==> config.mk <==
export PLATFORM = sky130hd
export DESIGN_NAME = mcu_link_rx
export DESIGN_NICKNAME = d
export VERILOG_FILES = /design/src/rtl/mcu_link_rx.sv
export SDC_FILE = /design/constraint.sdc
export NUM_CORES = 1
export LEC_CHECK = 0
export BUFFER_PORTS_ARGS = -buffer_cell sky130_fd_sc_hd__buf_2
export CAP_MARGIN = 20
export CORE_ASPECT_RATIO = 2
export CORE_MARGIN = 3
export CORE_UTILIZATION = 60
export DETAILED_ROUTE_END_ITERATION = 16
export GPL_ROUTABILITY_DRIVEN = 0
export PLACE_DENSITY = 0.88
export SYNTH_ARGS = -nofsm -noshare
export SYNTH_HDL_FRONTEND = slang
export SYNTH_SLANG_ARGS = --single-unit
==> constraint.sdc <==
create_clock -name clock -period 6.9 [get_ports clock]
set_input_delay 0.345 -clock clock [delete_from_list [all_inputs] [get_ports clock]]
set_output_delay 0.345 -clock clock [all_outputs]
set_load 0.01 [all_outputs]
==> src/rtl/mcu_link_rx.sv <==
// mcu_link_rx
//
// Receiver for the two-wire sclk/data monitor link driven by the CEMF
// acquisition controller. Both link lines are oversampled with the system
// clock. Words are recovered MSB first, one bit per sclk rising edge, and
// buffered in a small FIFO that drains through a valid/ready port.
// Truncated words (idle timeout) and dropped words (FIFO full) raise sticky
// status flags.
//
// Optional feature macro: MCU_LINK_RX_PARITY_EN
//   When defined, each word is followed by one even-parity bit. A word with
//   bad parity is dropped and frame_err is set.
//
// Parameters
//   WORD_W       payload bits per word
//   FIFO_DEPTH   buffered words (power of two, >= 2)
//   IDLE_TIMEOUT clocks without an sclk edge before a partial word is dropped
//
// Ports
//   clock        system clock, single rising-edge domain
//   rst          synchronous active-high reset
//   mcu_sclk     link clock, asynchronous to clock
//   mcu_data     link data, asynchronous to clock
//   rx_data      head word of the FIFO (registered)
//   rx_valid     FIFO not empty
//   rx_ready     consumer pops the head word when rx_valid & rx_ready
//   frame_err    sticky: word truncated by timeout or bad parity
//   overflow     sticky: complete word dropped because the FIFO was full
//   clr_status   clears frame_err and overflow (wins over a same-cycle set)

`timescale 1ns/1ps

module mcu_link_rx #(
  parameter int WORD_W       = 32,
  parameter int FIFO_DEPTH   = 4,
  parameter int IDLE_TIMEOUT = 255
) (
  input  logic              clock,
  input  logic              rst,
  input  logic              mcu_sclk,
  input  logic              mcu_data,
  output logic [WORD_W-1:0] rx_data,
  output logic              rx_valid,
  input  logic              rx_ready,
  output logic              frame_err,
  output logic              overflow,
  input  logic              clr_status
);

  localparam int AW = $clog2(FIFO_DEPTH);
  localparam int BW = $clog2(WORD_W + 1);
  localparam int IW = $clog2(IDLE_TIMEOUT + 1);

  localparam logic [BW-1:0] LAST_BIT = BW'(WORD_W - 1);
  localparam logic [IW-1:0] IDLE_MAX = IW'(IDLE_TIMEOUT);

  typedef enum logic [1:0] {
    ST_IDLE   = 2'd0,
    ST_SHIFT  = 2'd1,
`ifdef MCU_LINK_RX_PARITY_EN
    ST_PARITY = 2'd2,
`endif
    ST_PUSH   = 2'd3
  } state_t;

  // Synchronizers
  logic [2:0] sclk_s_q;
  logic [2:0] data_s_q;
  logic       sclkRise;
  logic       dataBit;
  logic       unused_data_tap;

  // Receive FSM
  state_t            state_q;
  logic [WORD_W-1:0] shift_q;
  logic [BW-1:0]     bit_cnt_q;
  logic [IW-1:0]     idle_cnt_q;
  logic              frame_err_q;
  logic              overflow_q;
`ifdef MCU_LINK_RX_PARITY_EN
  logic              parity_q;
`endif
  logic              inShift;
  logic              timeoutHit;
  logic              parityOk;
  logic              pushReq;
  logic              frameErrSet;
  logic              overflowSet;

  // FIFO
  logic [WORD_W-1:0] mem_q [FIFO_DEPTH];
  logic [AW:0]       wr_ptr_q;
  logic [AW:0]       rd_ptr_q;
  logic [AW:0]       rd_ptr_d;
  logic [WORD_W-1:0] rx_data_q;
  logic [WORD_W-1:0] rx_data_d;
  logic              fifoEmpty;
  logic              fifoFull;
  logic              wrEn;
  logic              rdEn;

  // Three flops per line. The data bit is taken one stage earlier than the
  // edge decision so it is the value that was present when sclk rose.
  always_ff @(posedge clock) begin
    if (rst) begin
      sclk_s_q <= '0;
      data_s_q <= '0;
    end else begin
      sclk_s_q <= {sclk_s_q[1:0], mcu_sclk};
      data_s_q <= {data_s_q[1:0], mcu_data};
    end
  end

  assign sclkRise        = ~sclk_s_q[2] & sclk_s_q[1];
  assign dataBit         = data_s_q[1];
  assign unused_data_tap = data_s_q[2];

  // Timeout only matters while a word is partially received.
`ifdef MCU_LINK_RX_PARITY_EN
  assign inShift  = (state_q == ST_SHIFT) || (state_q == ST_PARITY);
  // Even parity: payload XOR parity bit must be zero.
  assign parityOk = ((^shift_q) == parity_q);
`else
  assign inShift  = (state_q == ST_SHIFT);
  assign parityOk = 1'b1;
`endif

  assign timeoutHit  = inShift && !sclkRise && (idle_cnt_q == IDLE_MAX);
  assign pushReq     = (state_q == ST_PUSH) && parityOk;
  assign frameErrSet = timeoutHit || ((state_q == ST_PUSH) && !parityOk);
  assign overflowSet = pushReq && fifoFull;

  // Receive FSM, idle counter and sticky flags. A word is assembled in
  // shift_q; PUSH presents it to the FIFO for exactly one cycle. Bits shifted
  // in while IDLE push out stale contents, so no explicit clear is needed.
  always_ff @(posedge clock) begin
    if (rst) begin
      state_q     <= ST_IDLE;
      shift_q     <= '0;
      bit_cnt_q   <= '0;
      idle_cnt_q  <= '0;
      frame_err_q <= 1'b0;
      overflow_q  <= 1'b0;
`ifdef MCU_LINK_RX_PARITY_EN
      parity_q    <= 1'b0;
`endif
    end else begin
      if ((state_q == ST_IDLE) || sclkRise) begin
        idle_cnt_q <= '0;
      end else if (idle_cnt_q != IDLE_MAX) begin
        idle_cnt_q <= idle_cnt_q + IW'(1);
      end

      case (state_q)
        ST_IDLE: begin
          if (sclkRise) begin
            shift_q   <= {shift_q[WORD_W-2:0], dataBit};
            bit_cnt_q <= BW'(1);
            state_q   <= ST_SHIFT;
          end
        end
        ST_SHIFT: begin
          if (sclkRise) begin
            shift_q   <= {shift_q[WORD_W-2:0], dataBit};
            bit_cnt_q <= bit_cnt_q + BW'(1);
            if (bit_cnt_q == LAST_BIT) begin
`ifdef MCU_LINK_RX_PARITY_EN
              state_q <= ST_PARITY;
`else
              state_q <= ST_PUSH;
`endif
            end
          end else if (timeoutHit) begin
            state_q <= ST_IDLE;
          end
        end
`ifdef MCU_LINK_RX_PARITY_EN
        ST_PARITY: begin
          if (sclkRise) begin
            parity_q <= dataBit;
            state_q  <= ST_PUSH;
          end else if (timeoutHit) begin
            state_q <= ST_IDLE;
          end
        end
`endif
        ST_PUSH: begin
          state_q <= ST_IDLE;
        end
        default: begin
          state_q <= ST_IDLE;
        end
      endcase

      if (clr_status) begin
        frame_err_q <= 1'b0;
        overflow_q  <= 1'b0;
      end else begin
        if (frameErrSet) frame_err_q <= 1'b1;
        if (overflowSet) overflow_q  <= 1'b1;
      end
    end
  end

  // Pointers carry one extra wrap bit: equal pointers mean empty, equal low
  // bits with differing wrap bits mean full. A full FIFO refuses a write even
  // when a pop happens in the same cycle.
  assign fifoEmpty = (wr_ptr_q == rd_ptr_q);
  assign fifoFull  = (wr_ptr_q[AW] != rd_ptr_q[AW]) &&
                     (wr_ptr_q[AW-1:0] == rd_ptr_q[AW-1:0]);
  assign wrEn      = pushReq && !fifoFull;
  assign rdEn      = !fifoEmpty && rx_ready;
  assign rd_ptr_d  = rd_ptr_q + {{AW{1'b0}}, rdEn};

  // rx_data is registered, so the next head is looked up one cycle early.
  // The only case where that slot is being written this cycle is when the
  // FIFO is (or becomes) empty, so the incoming word is forwarded instead.
  always_comb begin
    rx_data_d = mem_q[rd_ptr_d[AW-1:0]];
    if (wrEn && (wr_ptr_q[AW-1:0] == rd_ptr_d[AW-1:0])) begin
      rx_data_d = shift_q;
    end
  end

  // Storage array is not reset; only the pointers define its contents.
  always_ff @(posedge clock) begin
    if (!rst && wrEn) begin
      mem_q[wr_ptr_q[AW-1:0]] <= shift_q;
    end
  end

  // Pointer and head-register update.
  always_ff @(posedge clock) begin
    if (rst) begin
      wr_ptr_q  <= '0;
      rd_ptr_q  <= '0;
      rx_data_q <= '0;
    end else begin
      if (wrEn) wr_ptr_q <= wr_ptr_q + {{AW{1'b0}}, 1'b1};
      rd_ptr_q  <= rd_ptr_d;
      rx_data_q <= rx_data_d;
    end
  end

  assign rx_data   = rx_data_q;
  assign rx_valid  = !fifoEmpty;
  assign frame_err = frame_err_q;
  assign overflow  = overflow_q;

endmodule

; Yosys cells after proc, flatten, opt, wreduce, memory -nomap -nowiden
; Memory sizes are Yosys's and may differ from the RTL's. A register that Yosys moved wholly into a read port is not among the register bits.
; Index checks and enable logic that the tools add are counted.
; W data, S select, Z words.
[totals]
reg_bits = 61
latchBits = 0
ramBits = 128
romBits = 0
inputBits = 6
output_inout_bits = 35
mem_count = 1
[mem_list]
columns = name, words, word_bits, rd, rd_ports_with_merged_regs, wr, line_no
row1 = mem_q, 4, 32, 1, 1, 1, 91  ; logic [WORD_W-1:0] mem_q [FIFO_DEPTH];
[classes]
n_addsub = 4
n_mul = 0
div_mod_pow = 0
magnitude_cmp = 0
n_eq_ne = 12
shifts = 0
n_mux = 10
bitwise_logic = 2
reduce_logical = 20
[op_table]
columns = op, count
row1 = $mux W6, 2
row2 = $pmux W6 S2, 1
row3 = $add A8 B1 Y8 const B, 1
row4 = $eq A8 B8 Y1 const B, 1
row5 = $mux W2, 4
row6 = $ne A8 B8 Y1 const B, 1
row7 = $logic_and A1 B1 Y1, 7
row8 = $add A6 B1 Y6 const B, 1
row9 = $eq A6 B5 Y1 const B, 1
row10 = $ne A3 B2 Y1 const B, 2
row11 = $reduce_and A3 Y1, 2
row12 = $reduce_or A2 Y1, 3
row13 = $logic_not A1 Y1, 4
row14 = $ne A2 B2 Y1 const B, 2
row15 = $pmux W2 S2, 1
row16 = $add A3 B1 Y3, 1
row17 = $add A3 B1 Y3 const B, 1
row18 = $eq A3 B3 Y1, 1
row19 = $eq A2 B1 Y1 const B, 1
row20 = $eq A2 B2 Y1, 1
row21 = $eq A2 B2 Y1 const B, 1
row22 = $logic_not A2 Y1, 1
row23 = $mux W1, 2
row24 = $reduce_and A2 Y1, 1
row25 = other kinds (5), 5

; Longest topological paths before layout
; Gate-level depths: netlist (run 1).
[depth]
ltp_word = 8
ltp_mapped = 13
ltp_nobuf = 10

; Worst setup path after synthesis (run 1)
; OpenSTA, ideal clock, no wires.
[synth_timing]
path_type = register to register
start = register rd_ptr_q[0]
end = memory mem_q[3][0] (enable)
setup_ns = 0.461
arrival_time_ns = 3.269
required_ns = 6.439
setup_slack_ns = 3.170
stages_incl_launch_ff = 5
n_path_buf = 1
period_less_slack_ns = 3.730
path_cell_list = dfxtp_1 > buf_4 > xor2_1 > o311ai_4 > nor3_1
[synth_via]
elab_chain_len = 7
[synth_lines]
columns = element, line_no
row1 = from (decl), 93  ; logic [AW:0] rd_ptr_q;
row2 = from (signal assigned), 240  ; rd_ptr_q <= rd_ptr_d;
row3 = $eq A2 B2 Y1, 210  ; (wr_ptr_q[AW-1:0] == rd_ptr_q[AW-1:0]);
row4 = $logic_and A1 B1 Y1, 209  ; assign fifoFull = (wr_ptr_q[AW] != rd_ptr_q[AW]) &&
row5 = $logic_not A1 Y1, 211  ; assign wrEn = pushReq && !fifoFull;
row6 = $logic_and A1 B1 Y1, 211
row7 = $logic_and A1 B1 Y1, 227  ; if (!rst && wrEn) begin
row8 = $mux W1, 227
row9 = $mux W1 (implied by the code), 228  ; mem_q[wr_ptr_q[AW-1:0]] <= shift_q;
row10 = to (decl), 91
; Every way passes these cells.

; Worst setup path in the final report (run 1)
[layout_timing]
start = register rd_ptr_q[0]
end = register rx_data_q[6] (netlist: rx_data[6]) (read register of mem_q)
[layout_via]
elab_chain_len = 4
[layout_lines]
columns = element, line_no
row1 = $eq A3 B3 Y1, 208  ; assign fifoEmpty = (wr_ptr_q == rd_ptr_q);
row2 = $logic_not A1 Y1, 212  ; assign rdEn = !fifoEmpty && rx_ready;
row3 = $logic_and A1 B1 Y1, 212
row4 = $add A3 B1 Y3 (*), 213  ; assign rd_ptr_d = rd_ptr_q + {{AW{1'b0}}, rdEn};
row5 = net rd_ptr_d[1], 94  ; logic [AW:0] rd_ptr_d;
row6 = to (decl), 95  ; logic [WORD_W-1:0] rx_data_q;
; Mark *: on every way through the listed nets, which the timed path passes. The rest lies on a longest branch.
; A chain may end at the register's enable or synchronous reset.

==> impl_metrics.csv, run 1 <==
group,metric,value,unit
run_status,status,"complete, no violations",
power_and_ir_drop,ir_worst_vdd,226,uV
clock_network,clock_sinks,221,
synthesis,synthFlopType,"edfxtp_1",
final_layout,areaGrowthSynthToFinish,10.6,%
setup_path,r2r-end,"rx_data[6]",
placement,dpl.hpwl,9160,um
setup_path,cp_slowest_cell,"or3_2",
synthesis,syn_avg_cell_area,14.0,um^2
sta,slew_violations,0,
floorplanning,ios,41,
sta,finalSetupTns,0,ns
setup_path,critPathRequiredTime,7.28,ns
sta,fin_crit_sh,50.5,%
drt,highest_layer,"met4",
clock_network,numCtsBuffers,19,
hold_path,hold_class,"input port to register",
synthesis,synth_enable_flop_cells,128,
floorplanning,dieWidth,89.2,um
setup_path,cpPeakStageDelay,0.89,ns
setup_path,arrival,3.86,ns
setup_path,cp_num_buf_inv,0,
grt,grt_overflow_total,0,
synthesis,synth-seq-cells,221,
sta,rsz0062_at_grt,"no",
sta,whs,0.0522,ns
final_layout,final_nets,642,
synthesis,synth.largest_area_cell,"edfxtp_1",
drt,route.met2.wl,8770,um
sta,max-slew-margin-rel,27.1,%
floorplanning,die_area,15400,um^2
drt,vias_per_cell,5.87,
setup_path,path_cells,"xor2_1, nor2_1, nand2_1, and3_1, ha_1, xnor2_1, o21ai_0, nor3_2, or3_2, o221ai_2",
power_and_ir_drop,p_per_area,263,nW/um^2
clock_network,clkLatencyLatePin,0.48,ns
clock_network,cts_tree,"built",
setup_path,startpoint_type,"register",
setup_path,worst-setup-path-type,"register to register",
grt,grt_pass1_wl,24000,um
final_layout,fin_util,67.9,%
setup_path,path_max_fanout,31,
grt,grt_max_degree,57,
synthesis,ys_seq_area_share,68.7,%
drt,wl_met1,5460,um
drt,routed_wl,15100,um
synthesis,syn_inst,592,
clock_network,clock-root-buffer,"clkbuf_16",
sta,hold_viol,0,
sta,setup_viol,0,
hold_path,min-delay-start,"clr_status",
drt,wl_per_cell,19.0,um
synthesis,synth_top_area_share,46.3,%
hold_path,holdPathEnd,"overflow",
sta,fmax,287,MHz
synthesis,synth_area_leaders,"edfxtp_1, dfxtp_1, mux2i_1, o221ai_2, nand2_1",
grt,antenna_found_initial,0,
clock_network,cts.path.max_buffers,3,
synthesis,synthArstFlopShare,0,%
final_layout,num_antenna_cells,0,
setup_path,reg2reg_slack,3.41,ns
sta,tightest_slew,1.09,ns
synthesis,ys.warnings.count,0,
sta,min_period,3.49,ns
floorplanning,initial_utilization,61.4,%
hold_path,hold_depth,2,
drt,ant_nets,0,
setup_path,rr_startpoint,"rd_ptr_q[0]",
placement,portBuffers,40,
clock_network,clkSlewWorstSetupHoldPaths,0.07,ns
synthesis,synth_fp_nets,605,
synthesis,synthTopCellsByCount,"edfxtp_1, nand2_1, dfxtp_1, mux2i_1, a21oi_1",
flow_run,maxCapViolations,0,
synthesis,synth_area,8300,um^2
floorplanning,die_h,172,um
clock_network,cts_hold_buf,0,
drt,drt_first_iter_violations,250,
clock_network,post_cts_buffers,0,
final_layout,drive_above_1_share,17.9,%
grt,grt.total_usage,20.2,%
power_and_ir_drop,p_leak,3.59,nW
drt,vias,4674,
floorplanning,core_area,13500,um^2
drt,wl_met3,616,um
grt,grt_pass1_vias,4812,
synthesis,yosysUniqueCellTypes,40,
floorplanning,row_count,60,
setup_path,critical-path-top-delay-family,"simple AND/OR/NAND/NOR gates",
drt,dr.pass1.iters,4,
clock_network,postCtsResizedCells,0,
sta,skew,0.0150,ns
clock_network,htreeDepth,1,
setup_path,crit_path_end_kind,"register",
drt,drc,0,
synthesis,yosysMostFrequentCell,"edfxtp_1",
setup_path,worstRegToRegCells,10,
## registers in the layout, indices dropped and copies added, names as in the netlist
signal / count
bit_cnt_q: 6
data_s_q: 2
frame_err: 1
idle_cnt_q: 8
mem_q: 128
overflow: 1
rd_ptr_q: 3
rx_data: 32
sclk_s_q: 3
shift_q: 32
state_q: 2
wr_ptr_q: 3
## area by class of cell
| type | instances | area (um^2) |
|---|---|---|
| fill | 881 | 4330 |
| tap | 155 | 194 |
| multi-input combinational | 334 | 2420 |
| clock buffer | 28 | 539 |
| inverter | 4 | 15.0 |
| timing repair buffer | 49 | 268 |
| clock inverter | 5 | 32.5 |
| sequential | 221 | 5710 |
## worst reg2reg max path, delay by kind of cell, from the launching register on
kind / cells / cell delay, ns
and+or+nand+nor: 5 / 1.36
xor gates and xnor gates: 2 / 0.62
AOI/OAI and AO/OA: 2 / 0.60
DFF: 1 / 0.50
adders and majority gates: 1 / 0.31
## worst max-delay path by stage
stage	startpoint	to	slack, ns	cells past startpoint
finish	rd_ptr_q[0]	rx_data[6]	3.41	10
global route	rd_ptr_q[0]	rx_data[11]	3.27	10
CTS	rd_ptr_q[0]	rx_data[11]	3.40	10
detailed placement	rd_ptr_q[0]	rx_data[11]	3.41	10
global placement	rd_ptr_q[0]	rx_data[11]	3.59	10
floorplan	rd_ptr_q[0]	mem_q[3][0]	3.17	4
## power by group
group	internal [mW]	switching (mW)	leakage, nW
Clock	0.545	0.439	0.280
Combinational	0.0133	0.0252	1.36
Sequential	1.39	0.00319	1.94
Total	1.94	0.467	3.59
## kinds of logic after synthesis
kind of cell	share of synthesized area, %
XOR/XNOR	2.00
AO/OA/AOI/OAI	9.24
buffers and inverters	2.19
AND/OR/NAND/NOR	8.56
flip-flops	68.7
adder cells (fa/ha/maj)	1.06
multiplexers	8.22
## per-stage QoR
stage / instances / cell area [um^2] / power, mW / setup WS, ns
2_1_floorplan: 592 / 8300 / 1.44 / 3.17
3_3_place_gp: 763 / 8610 / 1.46 / 3.59
3_5_place_dp: 763 / 8610 / 1.46 / 3.41
4_1_cts: 796 / 9180 / 2.43 / 3.40
5_1_grt: 796 / 9180 / 2.48 / 3.27
6_report: 796 / 9180 / 2.41 / 3.41
## cells in the final DEF (no fill, tap or decap), types with 3 or more instances in the layout
master | netlist | routed
edfxtp_1 | 128 | 128
nand2_1 | 104 | 104
dfxtp_1 | 93 | 93
mux2i_1 | 67 | 67
buf_2 | 10 | 40
a21oi_1 | 36 | 36
o221ai_2 | 30 | 30
nor2_1 | 21 | 21
clkbuf_16 | 0 | 19
buf_4 | 2 | 9
xnor2_1 | 7 | 7
xor2_1 | 7 | 7
nor2b_1 | 8 | 7
ha_1 | 7 | 7
clkbuf_1 | 18 | 6
nand4_1 | 5 | 5
nand3_1 | 5 | 5
inv_1 | 4 | 4
and2_1 | 4 | 4
and3_1 | 3 | 3
o21ai_0 | 3 | 3
a31oi_1 | 3 | 3
clkbuf_8 | 0 | 3
## routing by layer
layer  track usage, %  vias up
li1                 -     2223
met2             38.5      108
met3             2.96       23
met5                0        -
met1             22.3     2320
met4             6.55        0
No activity file was read; power rests on OpenSTA's default activity.
==> run 2: changes to the inputs <==
Settings changed: CORE_UTILIZATION 60 to 54, PLACE_DENSITY 0.88 to 0.84.
Clock period 6.9 ns to 3.1 ns, I/O delays scaled along.
==> impl_metrics.csv, run 2 (synthesis gave the netlist of run 1 again) <==
group,metric,value,unit
sta,skew,0.00920,ns
clock_network,cts_tree,"built",
grt,grt_overflow_total,0,
setup_path,startpoint_type,"register",
placement,place_ws,0.0695,ns
placement,portBuffers,40,
flow_run,maxCapViolations,0,
power_and_ir_drop,p_per_area,601,nW/um^2
setup_path,path_max_fanout,31,
final_layout,drive_above_1_share,19.3,%
setup_path,worst-setup-path-type,"register to register",
clock_network,clock_sinks,221,
clock_network,clock-root-buffer,"clkbuf_16",
final_layout,final_nets,650,
final_layout,final_common_cell,"edfxtp_1",
clock_network,clkLatencyLatePin,0.48,ns
clock_network,htreeDepth,1,
floorplanning,die_h,181,um
grt,grt_pass1_vias,5063,
hold_path,min-delay-start,"rst",
sta,min_period,2.96,ns
floorplanning,ios,41,
final_layout,largest_reg_flops,128,
sta,setup_viol,0,
setup_path,critPathRequiredTime,3.49,ns
sta,rsz0062_at_grt,"no",
drt,vias_per_cell,5.68,
sta,finalSetupTns,0,ns
run_status,status,"complete, no violations",
final_layout,stdcell_count,843,
clock_network,clkSlewWorstSetupHoldPaths,0.07,ns
placement,placed_cell_area,8740,um^2
hold_path,hold_class,"input port to register",
placement,dpl.hpwl,9430,um
drt,drc,0,
setup_path,critPathLaunch,"wr_ptr_q[1]",
sta,hold_viol,0,
floorplanning,initial_utilization,55.4,%
setup_path,rr_startpoint,"wr_ptr_q[1]",
drt,drt_first_iter_violations,342,
floorplanning,row_count,63,
power_and_ir_drop,p_total,5.68,mW
final_layout,final_area,9450,um^2
power_and_ir_drop,ir_worst_vdd,559,uV
drt,ant_nets,0,
sta,slew_violations,0,
sta,finalWorstSetupSlack,0.138,ns
floorplanning,dieWidth,93.7,um
setup_path,crit_path_end_kind,"register",
placement,numPlacedInstances,808,
sta,fin_crit_sh,95.5,%
sta,whs,0.149,ns
grt,grt_pass1_wl,26400,um
final_layout,fin_util,63.1,%
final_layout,fill_cells,1078,
drt,dr.pass1.iters,6,
floorplanning,die_area,17000,um^2
floorplanning,core_area,15000,um^2
final_layout,final_cell_mix,"edfxtp_1, nand2_1, dfxtp_1, mux2i_1, buf_2",
setup_path,arrival,3.35,ns
grt,grt.total_usage,19.8,%
clock_network,numCtsBuffers,19,
drt,routed_wl,16100,um
power_and_ir_drop,p_leak,3.69,nW
sta,max-slew-margin-rel,52.7,%
final_layout,areaGrowthSynthToFinish,13.8,%
drt,vias,4792,
sta,tightest_slew,0.709,ns
drt,wl_per_cell,19.1,um
clock_network,cts.path.max_buffers,3,
sta,fmax,338,MHz
grt,antenna_found_initial,0,
final_layout,num_antenna_cells,0,
grt,grt_max_degree,42,
-- run 2: cell types whose count changed in the layout (fill, tap and decap cells not counted), sizes merged --
cell         previous run  this run
buf                    49        54
bufinv                  0         4
clkbuf                 28        24
dlygate4sd3             0         3
inv                     6         4
clkinv                  3         4
-- run 2: final cells by class --
type                       instances  area [um^2]  share of cell area (%)
sequential                       221         5710                    60.4
multi-input combinational        334         2450                    25.9
clock buffer                      24          514                    5.44
timing repair buffer              57          373                    3.95
tap                              195          244                    2.58
clock inverter                     8          141                    1.50
inverter                           4         15.0                   0.159
-- run 2: worst paths after layout --
check                      to  slack [ns]  depth (start not counted)
setup / recovery   rx_data[2]        0.14                         11
hold / removal    wr_ptr_q[1]        0.15                          2
setup reg to reg   rx_data[2]        0.14                         11
hold reg to reg    state_q[1]        0.44                          1
-- run 2: timing repair --
item                                    4_1_cts  5_1_grt
hold endpoints to repair                      4        0
endpoints found under the setup margin        1       31
buffers inserted                              0        0
hold buffers                                  3        0
pin swaps                                     0        1
gates resized for setup                       1        3
-- run 2: critical path: stages, from the launching register on --
cell and delay [ns]:
dfxtp_2 0.38, xor2_4 0.22, nor2_1 0.18, nand2_1 0.11
and3_1 0.22, ha_1 0.36, xnor2_1 0.15, o21ai_0 0.19
nor3_2 0.10, or3_2 0.47, buf_12 0.22, o221ai_2 0.25
-- run 2: where the power goes --
part	switching, mW	internal [mW]
combinational	0.0592	0.0347
clock	0.984	1.51
sequential	0.00776	3.08
-- run 2: per-layer routing --
layer / GRT usage (%) / wire, um
met4: 7.75 / 565
met3: 2.71 / 614
met5: 0 / 0
met2: 38.1 / 9330
met1: 21.0 / 5610
